--- src/rtl/relm_adc_io.sv ---
// relm_adc_io: serial engine for an 8-channel 12-bit SPI ADC (ADC128S022 class).
// A push on cmd_d starts one 16-SCLK frame addressed to the given channel.
// The sample clocked out during a frame belongs to the channel addressed by
// the previous frame, so every result is tagged with that earlier channel.
// Results are popped through res_d/res_q using the relm WD+1-bit word format.
//
// Optional build macro ADC_AVG_EN: cmd_d[5:4]=n averages 2^n samples of one
// channel. The block runs 2^n+1 frames, discards the first frame's data and
// returns the truncated mean, tagged with the requested channel.
//
// Handshake: a push (cmd_d[WD]=1) is taken only in a cycle where cmd_retry=0.
// cmd_retry is registered and equals (state != IDLE). A pop (res_d[WD]=1)
// consumes the result shown on res_q. res_q[WD]=1 means no result is waiting.
// If a frame completes in the same cycle as a pop, the frame completion wins.
//
// The FSM state is held in the signal 'state' of enum type state_t.
`timescale 1ns/1ps

module relm_adc_io #(
    parameter int WD  = 32,
    parameter int DIV = 8
) (
    input  logic          clk,
    input  logic          rst_in,
    input  logic [WD:0]   cmd_d,
    output logic          cmd_retry,
    input  logic [WD:0]   res_d,
    output logic [WD:0]   res_q,
    output logic          adc_cs_n_out,
    output logic          adc_saddr_out,
    input  logic          adc_sdat_in,
    output logic          adc_sclk_out
);

    typedef enum logic [1:0] {
        IDLE  = 2'd0,
        SETUP = 2'd1,
        SHIFT = 2'd2,
        HOLD  = 2'd3
    } state_t;

    // Last count value of one SETUP, low, high or HOLD interval.
    localparam logic [7:0] CNT_LAST = 8'(DIV - 1);

    state_t      state;
    state_t      state_nxt;

    // Interval timing and the bit position inside the frame.
    logic [7:0]  cnt;
    logic        phase;        // 0 = SCLK low half, 1 = SCLK high half
    logic        phase_nxt;
    logic [3:0]  bit_idx;
    logic [3:0]  bit_nxt;

    // Next values of the registered pins.
    logic        cs_n_nxt;
    logic        sclk_nxt;
    logic        saddr_nxt;
    logic        retry_nxt;

    // Datapath.
    logic [2:0]  ch;           // channel addressed by the current frame
    logic [2:0]  prev_ch;      // channel addressed by the previous frame
    logic [2:0]  tag;
    logic [2:0]  tag_nxt;
    logic [11:0] shift;
    logic [11:0] result;
    logic [11:0] result_nxt;
    logic        valid;
    logic        overrun;
    logic        sync1;
    logic        sync2;

    // Decoded events.
    logic        push;
    logic        pop;
    logic        accept;
    logic        cnt_last;
    logic        sample;
    logic        frame_done;
    logic        more_frames;

    // Command bits that carry no meaning for this block.
    logic        unused_bits;

    assign push       = cmd_d[WD];
    assign pop        = res_d[WD];
    assign accept     = (state == IDLE) && push;
    assign cnt_last   = (cnt == CNT_LAST);
    assign sample     = (state == SHIFT) && phase && cnt_last;
    assign frame_done = (state == HOLD) && cnt_last;
    assign unused_bits = ^{cmd_d[WD-1:3], res_d[WD-1:0]};

`ifdef ADC_AVG_EN
    logic [1:0]  n_sel;        // log2 of the number of averaged samples
    logic [3:0]  frames_left;  // frames still to run after the current one
    logic        first;        // current frame is the discarded priming frame
    logic [14:0] acc;
    logic [14:0] sum;

    assign more_frames = (frames_left != 4'd0);
    assign sum         = acc + {3'b000, shift};

    // Averaging bookkeeping: frame budget and sample accumulator.
    always_ff @(posedge clk) begin
        if (rst_in) begin
            n_sel       <= 2'd0;
            frames_left <= 4'd0;
            first       <= 1'b0;
            acc         <= 15'd0;
        end else if (accept) begin
            n_sel       <= cmd_d[5:4];
            frames_left <= (cmd_d[5:4] == 2'd0) ? 4'd0 : (4'd1 << cmd_d[5:4]);
            first       <= 1'b1;
            acc         <= 15'd0;
        end else if (frame_done && more_frames) begin
            frames_left <= frames_left - 4'd1;
            first       <= 1'b0;
            if (!first) begin
                acc <= sum;
            end
        end
    end

    // Final result: the plain sample, or the truncated mean when averaging.
    always_comb begin
        result_nxt = shift;
        tag_nxt    = prev_ch;
        if (n_sel != 2'd0) begin
            result_nxt = 12'(sum >> n_sel);
            tag_nxt    = ch;
        end
    end
`else
    assign more_frames = 1'b0;

    // Final result: the sample returned during this frame, tagged with the
    // channel that was addressed one frame earlier.
    always_comb begin
        result_nxt = shift;
        tag_nxt    = prev_ch;
    end
`endif

    // State register.
    always_ff @(posedge clk) begin
        if (rst_in) begin
            state <= IDLE;
        end else begin
            state <= state_nxt;
        end
    end

    // Next-state logic: IDLE -> SETUP -> SHIFT (16 bits) -> HOLD -> IDLE.
    always_comb begin
        state_nxt = state;
        case (state)
            IDLE: begin
                if (push) begin
                    state_nxt = SETUP;
                end
            end
            SETUP: begin
                if (cnt_last) begin
                    state_nxt = SHIFT;
                end
            end
            SHIFT: begin
                if (sample && (bit_idx == 4'd15)) begin
                    state_nxt = HOLD;
                end
            end
            HOLD: begin
                if (cnt_last) begin
                    state_nxt = more_frames ? SETUP : IDLE;
                end
            end
            default: state_nxt = IDLE;
        endcase
    end

    // Half-period sequencing: toggle the phase every DIV cycles and advance the
    // bit index after each high half.
    always_comb begin
        phase_nxt = phase;
        bit_nxt   = bit_idx;
        if (state == SETUP) begin
            phase_nxt = 1'b0;
            bit_nxt   = 4'd0;
        end else if ((state == SHIFT) && cnt_last) begin
            phase_nxt = ~phase;
            if (phase) begin
                bit_nxt = bit_idx + 4'd1;
            end
        end
    end

    // Output logic: next pin values decoded from the next state. The address
    // bit changes only when a new bit index begins, which is the start of
    // the low half.
    always_comb begin
        cs_n_nxt  = !((state_nxt == SETUP) || (state_nxt == SHIFT));
        sclk_nxt  = (state_nxt == SHIFT) ? phase_nxt : 1'b1;
        retry_nxt = (state_nxt != IDLE);
        saddr_nxt = 1'b0;
        if (state_nxt == SHIFT) begin
            case (bit_nxt)
                4'd2:    saddr_nxt = ch[2];
                4'd3:    saddr_nxt = ch[1];
                4'd4:    saddr_nxt = ch[0];
                default: saddr_nxt = 1'b0;
            endcase
        end
    end

    // Registered pins and the busy flag.
    always_ff @(posedge clk) begin
        if (rst_in) begin
            adc_cs_n_out  <= 1'b1;
            adc_sclk_out  <= 1'b1;
            adc_saddr_out <= 1'b0;
            cmd_retry     <= 1'b0;
        end else begin
            adc_cs_n_out  <= cs_n_nxt;
            adc_sclk_out  <= sclk_nxt;
            adc_saddr_out <= saddr_nxt;
            cmd_retry     <= retry_nxt;
        end
    end

    // Interval counter and phase/bit registers.
    always_ff @(posedge clk) begin
        if (rst_in) begin
            cnt     <= 8'd0;
            phase   <= 1'b0;
            bit_idx <= 4'd0;
        end else begin
            cnt     <= ((state == IDLE) || cnt_last) ? 8'd0 : cnt + 8'd1;
            phase   <= phase_nxt;
            bit_idx <= bit_nxt;
        end
    end

    // Two-flop synchronizer for the asynchronous ADC data line.
    always_ff @(posedge clk) begin
        if (rst_in) begin
            sync1 <= 1'b0;
            sync2 <= 1'b0;
        end else begin
            sync1 <= adc_sdat_in;
            sync2 <= sync1;
        end
    end

    // Datapath: latch the channel, shift data in MSB first, publish the
    // result and track valid/overrun.
    always_ff @(posedge clk) begin
        if (rst_in) begin
            ch      <= 3'd0;
            prev_ch <= 3'd0;
            tag     <= 3'd0;
            shift   <= 12'd0;
            result  <= 12'd0;
            valid   <= 1'b0;
            overrun <= 1'b0;
        end else begin
            if (accept) begin
                ch <= cmd_d[2:0];
            end
            if (sample) begin
                shift <= {shift[10:0], sync2};
            end
            if (frame_done && !more_frames) begin
                result  <= result_nxt;
                tag     <= tag_nxt;
                prev_ch <= ch;
                valid   <= 1'b1;
                overrun <= valid && !pop;
            end else if (pop) begin
                valid   <= 1'b0;
                overrun <= 1'b0;
            end
        end
    end

    // Result word, driven straight from registers.
    always_comb begin
        res_q        = '0;
        res_q[WD]    = ~valid;
        res_q[15]    = overrun;
        res_q[14:12] = tag;
        res_q[11:0]  = result;
    end

endmodule

--- config.mk ---
export PLATFORM = sky130hd
export DESIGN_NAME = relm_adc_io
export DESIGN_NICKNAME = d
export VERILOG_FILES = /design/src/rtl/relm_adc_io.sv
export SDC_FILE = /design/constraint.sdc
export NUM_CORES = 1
export LEC_CHECK = 0
export ABC_CLOCK_PERIOD_IN_PS = 2300
export BUFFER_PORTS_ARGS = -buffer_cell sky130_fd_sc_hd__buf_2
export CAP_MARGIN = 20
export CORE_MARGIN = 3
export CORE_UTILIZATION = 47
export CTS_CLUSTER_SIZE = 16
export DETAILED_ROUTE_END_ITERATION = 8
export GPL_ROUTABILITY_DRIVEN = 0
export PLACE_DENSITY = 0.8
export REMOVE_ABC_BUFFERS = 1
export SETUP_SLACK_MARGIN = 0.05
export SYNTH_ARGS = -nofsm -noshare
export SYNTH_HDL_FRONTEND = slang
export SYNTH_SLANG_ARGS = --single-unit
export TNS_END_PERCENT = 10
--- constraint.sdc ---
create_clock -name clk -period 2.3 [get_ports clk]
set_clock_uncertainty 0.15 [all_clocks]
set_input_delay 0.46 -clock clk [delete_from_list [all_inputs] [get_ports clk]]
set_output_delay 0.46 -clock clk [all_outputs]
set_load 0.05 [all_outputs]
* Yosys cells after proc, flatten, opt, wreduce, memory -nomap -nowiden
Cells that the tools add are included.
Operators by class: add/subtract/negate cells 2, equal/unequal tests 10, mux-type cells 14, bitwise gates (word level) 3, reduce and logical (&&, ||, !) cells 16
Operators by type and width (count):
- $mux 4 | 3
- $add 8x1->8 const B | 1
- $eq 4x2->1 const B | 2
- $eq 8x3->1 const B | 1
- $mux 2 | 4
- $pmux 2 s4 | 1
- $logic_and 1x1->1 | 7
- $eq 2x2->1 const B | 3
- $mux 1 | 5
- $add 4x1->4 const B | 1
- $eq 2x1->1 const B | 2
- $eq 4x3->1 const B | 1
- $eq 4x4->1 const B | 1
- $reduce_bool 2->1 | 2
- $reduce_or 2->1 | 2
- $not 1->1 | 3
- $pmux 1 s3 | 1
- $logic_not 1->1 | 2
- $logic_not 2->1 | 1
- $logic_or 1x1->1 | 2
Storage, ports and cells: bits in registers 56, input port bits 69, output and inout port bits 37, logic and storage cells 62

* Longest topological paths before layout
Gate-level depths: netlist (run 1).
depth in word-level cells 9, mapped depth 9

* Worst setup path after synthesis (run 1)
Ideal clock, no wire load.
path type register to register, start point register cnt[4], end point register adc_saddr_out, library setup time 0.118 ns, arrival 1.809 ns, slack 0.223 ns, stages on the path, launching flop included 9, cell sequence dfxtp_1 > or4_4 > nor2_4 > nand2_1 > xor2_1 > inv_1 > ha_1 > nor2b_1 > o2111a_1
On the way: cells in the longest elaborated chain, start to end 8
RTL lines:
- from (decl) | RTL line 49 | logic [7:0] cnt;
- from (signal assigned) | RTL line 238 | cnt <= ((state == IDLE) || cnt_last) ? 8'd0 : cnt + 8'd1;
- $eq 8x3->1 (*) | RTL line 89 | assign cnt_last = (cnt == CNT_LAST);
- $logic_and 1x1->1 | RTL line 90 | assign sample = (state == SHIFT) && phase && cnt_last;
- $logic_and 1x1->1 | RTL line 169 | if (sample && (bit_idx == 4'd15)) begin
- $mux 2 | RTL line 169
- $pmux 2 s4 (*) | RTL line 157 | case (state)
- net state_nxt[1] | RTL line 46 | state_t state_nxt;
- $eq 2x2->1 (*) | RTL line 206 | if (state_nxt == SHIFT) begin
- $not 1->1 (no line) (*)
- $reduce_or 2->1 (no line) (*)
- to (signal assigned) | RTL line 226 | adc_saddr_out <= saddr_nxt;
- to (decl) | RTL line 30 | output logic adc_saddr_out,
Mark *: on every way through the listed nets, which the timed path passes. The rest lies on a longest branch. A chain may end at the register's enable or synchronous reset.

* Worst setup path after layout (run 1)
start point register cnt[0], end point register adc_saddr_out
On the way: cells in the longest elaborated chain, start to end 8
RTL lines (RTL line):
- $eq 8x3->1 (*) | 89
- $logic_and 1x1->1 | 90
- $logic_and 1x1->1 | 169
- $mux 2 | 169
- $pmux 2 s4 | 157
- $eq 2x2->1 | 206
- $not 1->1 (no line)
- $reduce_or 2->1 (no line)
Mark *: on every way between the ends. The rest lies on a longest branch, timed or not.

==> results.md, run 1 <==
- All-Layer GR Usage: 13.8%
- Worst setup margin: 0.171 ns
- Bufs on Longest Clock Path: 2
- Port bufs: 28
- Final Slew Violations: 0
- Critical Path Fanout Max: 6
- Crit path DAT: 2.17 ns
- Clk sinks: 56
- Final setup viols: 0
- HPWL Detailed: 2860 um
- Setup CP Type: reg -> reg
- Critical Path Max Stage Delay: 0.38 ns
- Post-synth ARST share: 0%
- Commonest cells after routing, fill and taps aside: 69 x nand2_1, 56 x dfxtp_1, 31 x a21oi_1
- Width of the die: 77.3 um
- Mean Syn Cell Area: 8.47 um2
- DRC Markers: 0
- PnR Total Power: 1650 uW
- Num rows: 25
- Via density: 4.98
- Core region area: 4820 um2
- Post-DRT Antenna Nets: 0
- Insertion delay to the later sink of the worst-skew pair: 0.30 ns
- Final worst-path cycle share: 92.6%
- Vias: 1887
- Cells along the critical path: ha_1 > and3b_1 > nand2_1 > nor4_2 > a211oi_2 > ha_1 > nor2b_1 > o2111a_1
- Share of layout cells above drive strength 1: 17.0%
- Yosys warns: 0
- CTS Buf Count: 5
- Reg clk slew, reported paths: 0.09 ns
- Max_cap viols: 0
- Mapped Area: 2390 um2
- Antenna violations before repair: 0
- Netlist cell types: 44
- Final WL: 4110 um
- GRT Residual Overflow: 0
- Ant diodes: 0
- RSZ-0062 raised after global routing: false
- Area delta synth->final: 11.7%
- Boundary Pins: 106
- Initial Utilization: 49.6%
- Die height: 77.3 um
- Pwr Density: 619 nW/um2
- Yosys reg bits: 56
- DP Worst Slack: 0.0945 ns
- Peak VDD IR: 0.389 mV
- First-pass GRT wire length: 6900 um
- DRT iter0 DRCs: 83
- Top delay family on crit path: simple AND/OR/NAND/NOR gates
- Fin. Hold Viols: 0
- Worst hold path class: in -> reg
- Largest net degree at the start of global routing: 46
- Vias in the first global route: 1609
- Max Clk Rate: 470 MHz
- Pre-antenna DRT Iters: 4
- Post-synth EDFFs: 0
- Routed length per instance: 10.8 um
- Status: completed
- Fillers: 453
- H-tree depth: 2
- Fin area: 2670 um2
- P_leak: 0.00106 uW
- Most common cell after layout, fill and taps aside: nand2_1
- Worst path slowest cell: dfxtp_1
- Startpoint types: flop
- Period minus WS final: 2.13 ns
- Sequential element share of the synthesized area: 46.9%
- Cts hold-fix bufs: 0
- Required time of the critical path: 2.34 ns
- Placement Cell Area: 2540 um2
- Die Footprint: 5980 um2
- CTS tree: built
- Root Buffer: clkbuf_8
- Final Net Count: 384
- Synth Flop Type: dfxtp_1
- Worst path most repeated cell: ha_1
- CP endpoint kind: flop
- Syn Inst Count: 282
- Setup TNS: 0 ns
- WP buf/inv: 0
registers in the layout, summed over array words and instances, names as in the netlist, 2 cells and up:
signal,flops
prev_ch,3
ch,3
bit_idx,4
result,12
state,2
result_nxt,12
cnt,8
tag,3
area by class of cell:
| type | instances | area, um2 | area share (%) |
|---|---|---|---|
| Multi-Input combinational cell | 205 | 1140 | 42.6 |
| Sequential cell | 56 | 1120 | 42.0 |
| Timing Repair Buffer | 39 | 223 | 8.35 |
| Clock buffer | 8 | 90.1 | 3.38 |
| Tap cell | 67 | 83.8 | 3.14 |
| Inverter | 4 | 15.0 | 0.563 |
path summary, 6_finish.rpt:
path	endpoint	cells past startpoint	slack [ns]	start
max reg2reg	adc_saddr_out	8	0.17	cnt[0]
min	overrun	2	0.17	res_d[32]
min reg2reg	sync2	1	0.30	sync1
max	adc_saddr_out	8	0.17	cnt[0]
timing repair:
item / CTS / global route
endpoints found under the setup margin: 0 / 3
resized for setup: 0 / 4
setup buffers: 0 / 2
per-layer routing:
metal | wire length, um | share of wire, % | global-route usage, % | vias to the layer above
li1 | - | - | - | 961
met1 | 1960 | 48 | 17.3 | 873
met2 | 1910 | 46 | 23.0 | 46
met3 | 185 | 4.5 | 3.52 | 7
met4 | 51 | 1.2 | 4.80 | 0
met5 | 0 | 0 | 0 | -
metrics by stage:
| step | utilization, % | hold WS (ns) | instances |
|---|---|---|---|
| final | 55.4 | 0.171 | 379 |
| after global routing | 55.4 | 0.170 | 379 |
| after CTS | 54.7 | 0.160 | 377 |
| after detailed placement | 52.8 | 0.280 | 369 |
| after global placement | 52.8 | 0.274 | 369 |
| after floorplan | - | 0.264 | 265 |
logic make-up (layout without fill, tap and decap cells):
family	Yosys count	count (layout)	share of synthesized area [%]
AOI/OAI and AO/OA	42	42	10.2
xor gates and xnor gates	7	7	2.57
adders and majority gates	4	4	2.09
buffers and inverters	36	51	8.69
DFF	56	56	46.9
muxes	8	8	3.40
other	1	16	0.157
and+or+nand+nor	128	128	26.0
worst register-to-register path: cells and delay by family, from the launching register on:
family / cells / cell delay (ns)
DFF: 1 / 0.38
adders and majority gates: 2 / 0.48
AOI/OAI and AO/OA: 2 / 0.23
and+or+nand+nor: 4 / 0.79
synthesized netlist by cell type, drive strengths merged (2+ instances only):
| cell | instances | share of area, % |
|---|---|---|
| nand4 | 3 | 0.79 |
| nand3 | 5 | 1.3 |
| nor2 | 18 | 3.1 |
| xor2 | 4 | 1.5 |
| inv | 4 | 0.63 |
| ha | 4 | 2.1 |
| nor2b | 8 | 2.1 |
| a211oi | 2 | 0.63 |
| clkbuf | 11 | 1.7 |
| and3b | 2 | 0.73 |
| xnor2 | 3 | 1.1 |
| a21oi | 31 | 6.5 |
| nand2 | 69 | 11 |
| buf | 21 | 6.3 |
| and2 | 2 | 0.52 |
| and3 | 2 | 0.52 |
| mux2i | 7 | 2.9 |
| nor3 | 4 | 1.3 |
| dfxtp | 56 | 47 |
| nand2b | 5 | 1.3 |
| and4b | 2 | 0.84 |
| nor4 | 2 | 0.52 |
where the power goes:
| group | internal [uW] | switching [uW] |
|---|---|---|
| clock | 246 | 294 |
| sequential | 980 | 5.85 |
| combinational | 22.0 | 103 |
(Power assumes the default switching activity.)
==> run 2, diff against run 1 <==
- ABC_CLOCK_PERIOD_IN_PS: 2300 -> 2700
- CORE_UTILIZATION: 47 -> 50
- PLACE_DENSITY: 0.8 -> 0.84
- clock period: 2.3 -> 2.7 ns (I/O delays scaled with it)
==> results.md, run 2 (synthesized netlist as in run 1, its figures left out) <==
- Via density: 5.06 (+1.7%)
- Final Net Count: 378 (-1.6%)
- Postcts setup bufs: 0 (unchanged)
- Final Slew Violations: 0 (unchanged)
- Area delta synth->final: 8.95%
- Die Footprint: 5650 um2 (-5.5%)
- P_leak: 0.00104 uW (-2.0%)
- R2R Setup Slk: 0.39 ns (+0.22 ns)
- Initial Utilization: 53.4% (+3.8 points)
- Fin. Hold Viols: 0 (unchanged)
- Routed met2 length: 2040 um (+6.6%)
- Required time of the critical path: 2.73 ns (+0.39 ns)
- Post-DRT Antenna Nets: 0 (unchanged)
- Root Buffer: clkbuf_8
- Largest net degree at the start of global routing: 32 (-30%)
- DR top layer: met4
- DRT iter0 DRCs: 113 (+36%)
- Num rows: 24 (-4.0%)
- Crit path DAT: 2.34 ns (+0.17 ns)
- WL met3: 206 um (+11%)
- Slew HR: 65.2%
- DRC Markers: 0 (unchanged)
- Vias in the first global route: 1576 (-2.1%)
- Boundary Pins: 106 (unchanged)
- Port bufs: 28 (unchanged)
- Commonest cells after routing, fill and taps aside: 69 x nand2_1, 56 x dfxtp_1, 31 x a21oi_1
- Worst path slowest cell: a211oi_1
- Core region area: 4470 um2 (-7.1%)
- RR Endpoint: adc_sclk_out
- CP endpoint kind: flop
- Most common cell after layout, fill and taps aside: nand2_1
- Routed length per instance: 11.7 um (+7.8%)
- Top delay family on crit path: simple AND/OR/NAND/NOR gates
- WP buf/inv: 0 (unchanged)
- HPWL Detailed: 2990 um (+4.7%)
- Period minus WS final: 2.31 ns (+0.182 ns)
- Hold Crit Depth: 2 (unchanged)
- Worst path most repeated cell: ha_1
- Clk sinks: 56 (unchanged)
- Cts hold-fix bufs: 0 (unchanged)
- Bufs on Longest Clock Path: 2 (unchanged)
- Critical Path Max Stage Delay: 0.42 ns (+0.04 ns)
- Max_cap viols: 0 (unchanged)
- First-pass GRT wire length: 6810 um (-1.3%)
- CTS Buf Count: 5 (unchanged)
- GRT Residual Overflow: 0 (unchanged)
- Final WL: 4190 um (+1.9%)
- Peak VDD IR: 0.330 mV (-15%)
- CTS resizes: 0 (unchanged)
- Fillers: 416 (-8.2%)
- Worst hold path class: in -> reg
- Setup TNS: 0 ns (unchanged)
- Insertion delay to the later sink of the worst-skew pair: 0.31 ns (about the same)
- Width of the die: 75.1 um (-2.8%)
- Fin util: 58.2% (+2.8 points)
- RSZ-0062 raised after global routing: false
- Worst slew pin tran: 0.521 ns
- Pre-antenna DRT Iters: 4 (unchanged)
- Vias: 1813 (-3.9%)
- Share of layout cells above drive strength 1: 14.7% (-2.3 points)
- R2R Path Start: cnt[0]
- Final worst-path cycle share: 85.6% (-7.0 points)
- Max Clk Rate: 433 MHz (-7.9%)
- Reg clk slew, reported paths: 0.09 ns (about the same)
- Final setup viols: 0 (unchanged)
- Worst r2r path cells: 8 (unchanged)
- Cells along the critical path: ha_1 > and3b_1 > nand2_1 > nor4_1 > a211oi_1 > ha_1 > nor2b_1 > o221ai_1
- Setup CP Type: reg -> reg
- CTS tree: built
- PnR Total Power: 1470 uW (-11%)
- Critical Path Fanout Max: 6 (unchanged)
- H-tree depth: 2 (unchanged)
- Startpoint types: flop
- Hold Startpoint: res_d[32]
- All-Layer GR Usage: 15.7% (+1.9 points)
- Status: completed
- Min-Delay Endpoint: overrun
- Antenna violations before repair: 0 (unchanged)
- Ant diodes: 0 (unchanged)
- WL met1: 1880 um (-4.4%)
- Die height: 75.1 um (-2.8%)
- Pwr Density: 565 nW/um2 (-8.7%)
[run 2: power breakdown]
part	total, uW	switching (uW)	internal [uW]
logic	100	83.6	16.7
clock network	528	253	275
registers	843	8.46	835
[run 2: stage by stage]
step | hold slack, ns | worst slack, ns | instances | instance area (um2)
4_1_cts | 0.236 | 0.393 | 358 | 2600
3_3_place_gp | 0.271 | 0.449 | 350 | 2500
2_1_floorplan | 0.264 | 0.547 | 265 | 2250
5_1_grt | 0.233 | 0.226 | 358 | 2600
3_5_place_dp | 0.290 | 0.425 | 350 | 2500
6_report | 0.242 | 0.389 | 358 | 2600
[run 2: final cells by class]
type	count	area, um2	area share (%)
flip-flops and latches	56	1120	43.1
multi-input cells	205	1120	42.9
repair buffers	33	178	6.82
clock buffers	6	72.6	2.79
well taps	52	65.1	2.50
clock inverters	2	35.0	1.35
inverters	4	15.0	0.577
[run 2: worst max-delay path by stage]
stage,from,endpoint,cells past startpoint
2_1_floorplan,cnt[4],adc_saddr_out,5
3_5_place_dp,cnt[4],adc_saddr_out,8
6_report,cnt[0],adc_sclk_out,8
5_1_grt,cnt[0],adc_sclk_out,8
3_3_place_gp,cnt[4],adc_saddr_out,8
4_1_cts,cnt[4],adc_saddr_out,8
[run 2: per-layer routing]
layer	global-route usage, %	vias up
li1	-	949
met1	19.3	816
met2	26.4	43
met3	4.41	5
met4	5.83	0
met5	0	-
